File: config.mk
export PLATFORM = sky130hd
export DESIGN_NAME = ysyx_23060020_mem_arb
export DESIGN_NICKNAME = d
export VERILOG_FILES = /design/src/rtl/ysyx_23060020_mem_arb_pkg.sv /design/src/rtl/ysyx_23060020_wdt.sv /design/src/rtl/ysyx_23060020_mem_arb.sv
export SDC_FILE = /design/constraint.sdc
export NUM_CORES = 1
export LEC_CHECK = 0
export CORE_UTILIZATION = 33
export DETAILED_ROUTE_END_ITERATION = 16
export PLACE_DENSITY = 0.85
export RECOVER_POWER = 25
export SETUP_SLACK_MARGIN = 0.3
export SLEW_MARGIN = 30
export SYNTH_ARGS = -nofsm -noshare
export SYNTH_HDL_FRONTEND = slang
export SYNTH_SLANG_ARGS = --single-unit
File: constraint.sdc
create_clock -name clk -period 1.8 [get_ports clk]
set_input_delay 0.18 -clock clk [delete_from_list [all_inputs] [get_ports clk]]
set_output_delay 0.18 -clock clk [all_outputs]
set_load 0.01 [all_outputs]
File: src/rtl/ysyx_23060020_mem_arb_pkg.sv
// Shared definitions for the IFU/LSU memory arbiter: FSM states, grant ids,
// default bus widths.
package ysyx_23060020_mem_arb_pkg;

  localparam int unsigned DEF_ADDR_W = 32;
  localparam int unsigned DEF_DATA_W = 32;

  typedef enum logic [1:0] {
    IDLE = 2'd0,
    REQ  = 2'd1,
    WAIT = 2'd2
  } state_t;

  localparam logic GNT_IFU = 1'b0;
  localparam logic GNT_LSU = 1'b1;

endpackage

File: src/rtl/ysyx_23060020_wdt.sv
// Response watchdog for the memory arbiter.
//   clr    : restart counting from zero (request handshake)
//   en     : one more cycle spent waiting without a response
//   expire : counter has reached TIMEOUT-1 (never high when TIMEOUT == 0)
// The counter saturates at TIMEOUT-1 and never wraps.
module ysyx_23060020_wdt #(
  parameter int unsigned TIMEOUT = 255
) (
  input  logic clk,
  input  logic rst_n,
  input  logic clr,
  input  logic en,
  output logic expire
);

  localparam int unsigned CNT_W = (TIMEOUT > 1) ? $clog2(TIMEOUT) : 1;
  localparam logic [CNT_W-1:0] LAST = (TIMEOUT == 0) ? '0 : CNT_W'(TIMEOUT - 1);

  logic [CNT_W-1:0] cnt;

  always_ff @(posedge clk or negedge rst_n) begin
    if (!rst_n) begin
      cnt <= '0;
    end else if (clr) begin
      cnt <= '0;
    end else if (en && (cnt != LAST)) begin
      cnt <= cnt + 1'b1;
    end
  end

  assign expire = (TIMEOUT != 0) && (cnt == LAST);

endmodule

File: src/rtl/ysyx_23060020_mem_arb.sv
// Round-robin arbiter sharing one memory port between IFU (fetch) and LSU
// (load/store). The winning request is latched, presented to memory with a
// valid/ready handshake, and the response is routed back to its owner.
// A watchdog converts a missing response into an error response.
//   ifu_* : fetch request/response channel
//   lsu_* : load/store request/response channel
//   mem_* : shared memory request/response channel
//   busy  : a transaction is owned (state is not IDLE)
module ysyx_23060020_mem_arb
  import ysyx_23060020_mem_arb_pkg::*;
#(
  parameter int unsigned ADDR_W  = DEF_ADDR_W,
  parameter int unsigned DATA_W  = DEF_DATA_W,
  parameter int unsigned TIMEOUT = 255
) (
  input  logic                clk,
  input  logic                rst_n,
  input  logic                ifu_req_valid,
  input  logic [ADDR_W-1:0]   ifu_addr,
  output logic                ifu_req_ready,
  output logic                ifu_resp_valid,
  output logic [DATA_W-1:0]   ifu_rdata,
  output logic                ifu_resp_err,
  input  logic                lsu_req_valid,
  input  logic [ADDR_W-1:0]   lsu_addr,
  input  logic                lsu_wen,
  input  logic [DATA_W-1:0]   lsu_wdata,
  input  logic [DATA_W/8-1:0] lsu_wmask,
  output logic                lsu_req_ready,
  output logic                lsu_resp_valid,
  output logic [DATA_W-1:0]   lsu_rdata,
  output logic                lsu_resp_err,
  output logic                mem_req_valid,
  input  logic                mem_req_ready,
  output logic [ADDR_W-1:0]   mem_addr,
  output logic                mem_wen,
  output logic [DATA_W-1:0]   mem_wdata,
  output logic [DATA_W/8-1:0] mem_wmask,
  input  logic                mem_resp_valid,
  input  logic [DATA_W-1:0]   mem_rdata,
  output logic                busy
);

  state_t              state;
  logic                last_grant;
  logic                owner;
  logic [ADDR_W-1:0]   addr_q;
  logic                wen_q;
  logic [DATA_W-1:0]   wdata_q;
  logic [DATA_W/8-1:0] wmask_q;

  logic grant_ifu, grant_lsu;
  logic resp_fire, timeout_fire, done;
  logic wdt_expire;

  always_comb begin
    grant_lsu = (state == IDLE) && lsu_req_valid &&
                (!ifu_req_valid || (last_grant == GNT_IFU));
    grant_ifu = (state == IDLE) && ifu_req_valid && !grant_lsu;
  end

  // A real response in the expiry cycle takes precedence over the timeout.
  assign resp_fire    = (state == WAIT) && mem_resp_valid;
  assign timeout_fire = (state == WAIT) && !mem_resp_valid && wdt_expire;
  assign done         = resp_fire || timeout_fire;

  ysyx_23060020_wdt #(
    .TIMEOUT (TIMEOUT)
  ) u_wdt (
    .clk    (clk),
    .rst_n  (rst_n),
    .clr    ((state == REQ) && mem_req_ready),
    .en     ((state == WAIT) && !mem_resp_valid),
    .expire (wdt_expire)
  );

  always_ff @(posedge clk or negedge rst_n) begin
    if (!rst_n) begin
      state      <= IDLE;
      last_grant <= GNT_IFU;
      owner      <= GNT_IFU;
      addr_q     <= '0;
      wen_q      <= 1'b0;
      wdata_q    <= '0;
      wmask_q    <= '0;
    end else begin
      case (state)
        IDLE: begin
          if (grant_lsu) begin
            addr_q     <= lsu_addr;
            wen_q      <= lsu_wen;
            wdata_q    <= lsu_wdata;
            wmask_q    <= lsu_wmask;
            owner      <= GNT_LSU;
            last_grant <= GNT_LSU;
            state      <= REQ;
          end else if (grant_ifu) begin
            addr_q     <= ifu_addr;
            wen_q      <= 1'b0;
            wdata_q    <= '0;
            wmask_q    <= '0;
            owner      <= GNT_IFU;
            last_grant <= GNT_IFU;
            state      <= REQ;
          end
        end
        REQ: begin
          if (mem_req_ready) state <= WAIT;
        end
        WAIT: begin
          if (done) state <= IDLE;
        end
        default: state <= IDLE;
      endcase
    end
  end

  // Ready is gated by rst_n so it stays low while reset is held.
  assign ifu_req_ready  = rst_n && grant_ifu;
  assign lsu_req_ready  = rst_n && grant_lsu;

  assign ifu_resp_valid = done && (owner == GNT_IFU);
  assign ifu_resp_err   = timeout_fire && (owner == GNT_IFU);
  assign ifu_rdata      = (resp_fire && (owner == GNT_IFU)) ? mem_rdata : '0;

  assign lsu_resp_valid = done && (owner == GNT_LSU);
  assign lsu_resp_err   = timeout_fire && (owner == GNT_LSU);
  assign lsu_rdata      = (resp_fire && (owner == GNT_LSU)) ? mem_rdata : '0;

  assign mem_req_valid  = (state == REQ);
  assign mem_addr       = addr_q;
  assign mem_wen        = wen_q;
  assign mem_wdata      = wdata_q;
  assign mem_wmask      = wmask_q;
  assign busy           = (state != IDLE);

endmodule

==> results by group <==
Timing
  – Worst Hold Slack: 0.1916 ns
  – Peak Freq: 0.4727 GHz
  – Worst rel slew slack: 24.37%
  – Slew Limit Fails: 0
  – Setup TNS Final: -17.24 ns
  – Setup ws final: -0.3154 ns
  – RSZ-0062 raised after global routing: yes
  – Clk_skew: 0.01074 ns
  – Hold Vio Cnt, Final: 0
  – Slew @ Worst Pin: 1.134 ns
  – Period utilization: 117.5%
  – Final setup viols: 137
  – Crit path time final: 2.115 ns

Synth
  – XOR/XNOR share of the synthesized area: 0%
  – Ys Warns: 0
  – Synthesized cell area: 4314 µm²
  – Synth Area in Compound Gates: 1.682%
  – FF+latch count, synth: 80
  – Main synth FF type: dfrtp_1
  – Yosys cell types: 31
  – Synth Net Count: 508
  – EDFF count, synth: 0
  – Ys async rst share: 100.0%
  – Synth Area in Simple Gates: 19.95%
  – Sequential-to-total area share from yosys stat: 46.40%
  – Post-Synthesis Cells: 367
  – Post-Synth Adder-Cell Area: 0.5800%
  – Proportion of synthesized area in mux cells: 27.99%
  – Synthesized area per cell: 11.76 µm²
  – Largest family of logic cells by synthesized area: multiplexers

Floorplan
  – Starting Density: 34.05%
  – IO Count: 280
  – DIE WIDTH: 116.3 µm
  – Die H: 116.3 µm
  – Row cnt: 41
  – Core ar.: 12670 µm²
  – Full die area: 13530 µm²

Drt
  – Via density: 4.850
  – DRC violation total after the first TritonRoute iteration: 110
  – Final wirelength: 19.21 mm
  – Routed vias: 4321
  – Routed Antenna Nets: 0
  – DRC: 0
  – Drt wl/cell: 21.56 µm
  – First-pass iteration count of the detailed router: 4

GRT
  – Vias in the first global route: 4240
  – Antenna violations before repair: 0
  – First-pass GRT wire length: 21.56 mm
  – Global Route Usage Sum: 21.40%
  – Grt total ovfl: 0
  – Largest net degree at the start of global routing: 81

Setup path
  – Critical path's top delay family: simple AND/OR/NAND/NOR gates
  – WP data arrival: 1.94 ns
  – Required time worst endpoint: 1.62 ns
  – Slowest-stage cell, CP: or3_4
  – Crit path cell chain: or3b_4 > or3_4 > buf_6 > o21bai_4 > buf_6
  – Reg2reg end: mem_addr[31]
  – Crit Path Max Fanout: 4
  – Max incr delay on CP: 0.43 ns
  – R2R Setup Slk: -0.21 ns
  – CP Capture Type: primary output
  – Worst flop-to-flop path startpoint: state[0]
  – Critical Path Most Common Cell: buf_6
  – Reg2reg path depth: 7
  – Bufs and invs on worst path: 2
  – CP startpoint kind: flop
  – Crit Path Category: reg2out

CTS
  – Clk sink count: 80
  – CTS tree: built
  – Clock Latency Late Sink: 0.35 ns
  – CTS H-tree depth: 3
  – # hold bufs at CTS: 0
  – Root Driver: clkbuf_16
  – Clock Path Buffers: 2
  – Clock slew at reported path FFs: 0.06 ns
  – Inserted Clock Buffers: 9

Placement
  – Port Buffers: 279
  – Placed cell area: 7564 µm²
  – Setup WS pre-CTS: -0.5140 ns
  – GP Congestion: 0.7782
  – DPL Wire Length: 11.08 mm
  – Placed Cells: 827

Layout
  – Register Area: 2002 µm²
  – Fin cells: 891
  – Multi-input logic area: 2863 µm²
  – Nets: 855
  – Layout Area Growth over Synthesis: 118.6%
  – Commonest non-fill, non-tap cell in the layout: clkdlybuf4s50_1
  – Layout cells sized above 1: 49.93%
  – Commonest cells after routing, fill and taps aside: clkdlybuf4s50_1 (203), mux2_4 (88), buf_6 (86)
  – Fill count: 823
  – Antenna diodes: 0
  – Final instance area: 9433 µm²

Status
  – Status: complete, but fails checks
  – Failing checks: negative setup slack

Run
  – Maxcap violations: 0

Hold path
  – Worst hold-check path type: in2async

Power and ir drop
  – Leak: 0.004489 µW
  – PwrDens: 1439 nW/µm²
  – Max rail drop VDD: 1.060 mV
[synth_stat cells (3+ instances only)]
cell	count	area, µm²
and2_1	66	412.9
and3_1	4	25.02
buf_2	12	60.06
buf_6	3	33.78
clkbuf_1	7	26.28
dfrtp_1	80	2002
inv_1	7	26.28
mux2_2	100	1126
mux2i_1	7	70.07
nand2_1	10	37.54
nor2_1	4	15.01
nor2b_1	38	237.7
o211ai_1	3	22.52
o21ai_0	3	15.01
[logic make-up (layout without fill, tap and decap cells)]
group                    Yosys count  after routing
AO/OA/AOI/OAI                     11             11
adder cells (fa/ha/maj)            2              2
buffers and inverters             29            381
flip-flops                        80             80
multiplexers                     108            108
AND/OR/NAND/NOR                  137            137
[worst register-to-register path: stages (launching register included)]
cell and delay [ns]:
dfrtp_1 0.41, buf_6 0.15, buf_6 0.12, nor3b_4 0.25, buf_8 0.21, clkbuf_16 0.20
mux2_4 0.31, mux2_4 0.26
[layer usage]
metal,track usage [%],wire length (µm),vias to the layer above
li1,-,-,1938
met1,20.04,6492,2135
met2,42.41,10660,200
met3,7.213,1416,48
met4,7.692,650,0
met5,0,0,-
[where the power goes]
group | internal (µW) | switching (µW)
Clock | 1510 | 776
Sequential | 2640 | 492
Combinational | 5240 | 2920
Total | 9380 | 4190
[final cells by class]
type                       instances  area share, %
timing repair buffer             358          41.98
multi-input combinational        258          30.35
sequential                        80          21.22
clock buffer                      10          2.427
tap                              172          2.281
clock inverter                     6          1.459
inverter                           7         0.2786
[timing repair]
item,4_1_cts,5_1_grt
gates resized for setup,246,339
cloned,3,14
hold endpoints to repair,0,0
endpoints found under the setup margin,146,147
pin swaps,6,42
setup buffers,4,27
[stage by stage]
step,utilization (%),total power (µW)
2_1_floorplan,-,5859
3_3_place_gp,59.66,8602
3_5_place_dp,59.69,8842
4_1_cts,64.73,11420
5_1_grt,74.44,14130
6_report,74.44,13570
[how the worst max path moves through the flow]
| stage | cells past startpoint | endpoint | startpoint |
|---|---|---|---|
| final | 5 | lsu_resp_valid | state[0] |
| after global routing | 5 | ifu_resp_valid | state[0] |
| after floorplan | 5 | mem_addr[10] | state[0] |
| after CTS | 5 | lsu_resp_valid | state[0] |
| after global placement | 5 | lsu_resp_valid | mem_resp_valid |
| after detailed placement | 5 | ifu_resp_valid | mem_resp_valid |
[flip-flops by register name, summed over array words and instances, names as in the netlist]
signal	flops
mem_wdata	32
mem_addr	32
mem_wmask	4
owner	1
state	2
u_wdt.cnt	8
mem_wen	1
Note: power is estimated with default switching activity, not from simulation.
==> RTL change (same settings) <==
`TIMEOUT` is set to 255 in 2 places; all go to 510.
--- a/src/rtl/ysyx_23060020_wdt.sv
+++ b/src/rtl/ysyx_23060020_wdt.sv
@@ -4,7 +4,7 @@
 //   expire : counter has reached TIMEOUT-1 (never high when TIMEOUT == 0)
 // The counter saturates at TIMEOUT-1 and never wraps.
 module ysyx_23060020_wdt #(
-  parameter int unsigned TIMEOUT = 255
+  parameter int unsigned TIMEOUT = 510
 ) (
   input  logic clk,
   input  logic rst_n,
--- a/src/rtl/ysyx_23060020_mem_arb.sv
+++ b/src/rtl/ysyx_23060020_mem_arb.sv
@@ -11,7 +11,7 @@
 #(
   parameter int unsigned ADDR_W  = DEF_ADDR_W,
   parameter int unsigned DATA_W  = DEF_DATA_W,
-  parameter int unsigned TIMEOUT = 255
+  parameter int unsigned TIMEOUT = 510
 ) (
   input  logic                clk,
   input  logic                rst_n,
Formal check against the unedited RTL: same outputs for any inputs over 4 cycles, from zero or initial values and one cycle with rst_n low; that may be too few to reach the edited logic, so the function may still have changed.
==> RTL change against the unedited design <==
The flow still finishes with violations (setup timing). Power is 1.1% lower. Global-route usage is 3.5 points higher. Synthesized area is 4.9% lower. Combinational power is 3.6% higher. Cell area is 3.6% higher. Worst setup slack better by 0.27 ns. Wire length is 6.8% higher. Sequential power is 2% higher. Sequential cell count is 1 higher. Highest routed layer unchanged.
==> RTL change: results (changes against the unedited design) <==
gpl congestion=0.866 (was 0.778); PortBufs=279 (unchanged); CP peak stage delay=0.43 ns (about the same); warnings from Yosys=0 (unchanged); first-pass GRT wire length=24,500 um (was 21,600 um); setup ws final=-0.0452 ns (was -0.315 ns); Critical Path Slowest Stage Cell=dfrtp_2 (was or3_4); root buffer cell=clkbuf_16 (unchanged); Post-Route Skew=0.0138 ns (was 0.0107 ns); Yosys cell types=34 (was 31); pin count of the biggest net entering global routing=70 (was 81); status=finished, violations left (unchanged); routed wire length=20,500 um (was 19,200 um); all-layer global routing usage=24.9% (was 21.4%); met3 WL=1330 um (was 1420 um); Net count, final=940 (was 855); Synth top cells by count=nand2_1, dfrtp_1, o21ai_0, and2_1, mux2i_1 (was mux2_2, dfrtp_1, and2_1, nor2b_1, buf_2); deepest clock path buffer count=2 (unchanged); dpl hpwl=10,400 um (was 11,100 um); vias in the first global route=4,707 (was 4,240); share of cells above drive strength 1=48.9% (was 49.9%); Metal-1 WL=7350 um (was 6490 um); Worst EP arrival=1.67 ns (was 1.94 ns); TritonRoute pass-1 iters=4 (unchanged); Post-Syn Nets=585 (was 508); initial antenna violation count=1 (was 0); Clock Latency Late Sink=0.35 ns (about the same); placed insts=892 (was 827); peak supply drop=0.00102 V (was 0.00106 V); Worst Path Max Fanout=8 (was 4); HP Class=input pin to flop (was input pin to asynchronous set/reset pin); # setup viols final=26 (was 137); failing checks=setup timing (unchanged); cell with the most instances after synthesis=nand2_1 (was mux2_2); top cells by area, synth=dfrtp_1, nand2_1, and2_1 (was dfrtp_1, mux2_2, and2_1); final setup TNS=-0.512 ns (was -17.24 ns); max_slew headroom=34.2% (was 24.4%); Seq/Total Area, Yosys=49.4% (was 46.4%); post-DR wirelength/cell=21.1 um (was 21.6 um); Leak=4.58 nW (was 4.49 nW); clk slew on worst S/H paths=0.07 ns; met2 wire length=10,900 um (was 10,700 um); Detailed Route Iter0 Violations=185 (was 110); total number of vias=4,936 (was 4,321); CP top delay family=simple AND/OR/NAND/NOR gates (unchanged); Synth Instances=444 (was 367)
## RTL change: cell count changes after synthesis, sizes merged, moves of 7 or more
cell,before,now
nand2,10,117
mux2,101,0
o21ai,3,72
nor2b,38,2
mux2i,7,36
clkbuf,7,14
## RTL change: final timing paths
check | start | to | slack (ns) | cells after the start
worst max register to register | state[0] | mem_wdata[26] | 0.01 | 9
worst min register to register | u_wdt.cnt[7] | u_wdt.cnt[7] | 0.49 | 1
min in group asynchronous | rst_n | u_wdt.cnt[6] | 0.69 | 3
max in group asynchronous | rst_n | mem_addr[7] | 0.26 | 3
worst max-delay path | state[0] | ifu_rdata[11] | -0.05 | 7
worst min-delay path | lsu_wdata[10] | mem_wdata[10] | 0.38 | 3
## RTL change: layer usage
layer,vias to the layer above,GRT usage (%)
met4,0,11.3
met5,-,0
li1,2196,-
met2,266,46.6
met3,70,6.70
met1,2404,25.9
## RTL change: what timing repair did
action,CTS,global route
hold endpoints to repair,12,0
endpoints found under the setup margin,146,152
gates resized for setup,367,362
pin swaps,22,120
setup buffers,18,13
hold buffers,1,0
cloned,14,18
## RTL change: worst min-delay path, cell delays in order
cell and delay [ns]:
clkdlybuf4s50_1 0.41, nand2_2 0.06, o21ai_1 0.05
## RTL change: layout make-up
class,count,area (sq um)
timing repair buffer,372,4420
multi-input combinational,331,2810
fill,649,2290
sequential,81,2030
clock buffer,11,253
tap,168,210
clock inverter,5,37.5
inverter,4,15.0
antenna,1,2.50
## RTL change: logic make-up after synthesis
family                     synth area share [%]
and+or+nand+nor                            24.5
AOI/OAI and AO/OA                          11.0
DFF                                        49.4
muxes                                      8.79
buffers and inverters                      5.00
xor gates and xnor gates                  0.641
adders and majority gates                 0.610
## RTL change: report_power, final
part           switching [W]  internal (W)
logic                0.00363       0.00482
clock network       0.000785       0.00102
registers           0.000550       0.00263
total                0.00496       0.00847
## RTL change: metrics by stage
step           instance area (sq um)  utilization (%)  hold WS (ns)  setup WS [ns]  power, W
2_1_floorplan                   4110                -        -0.116          0.283   0.00516
4_1_cts                         8070             66.9         0.363        -0.0303    0.0108
5_1_grt                         9770             81.0         0.379        -0.0971    0.0140
3_3_place_gp                    7220             59.8         0.161         -0.214   0.00770
3_5_place_dp                    7220             59.8         0.174         -0.257   0.00787
6_report                        9770             81.0         0.383        -0.0452    0.0134
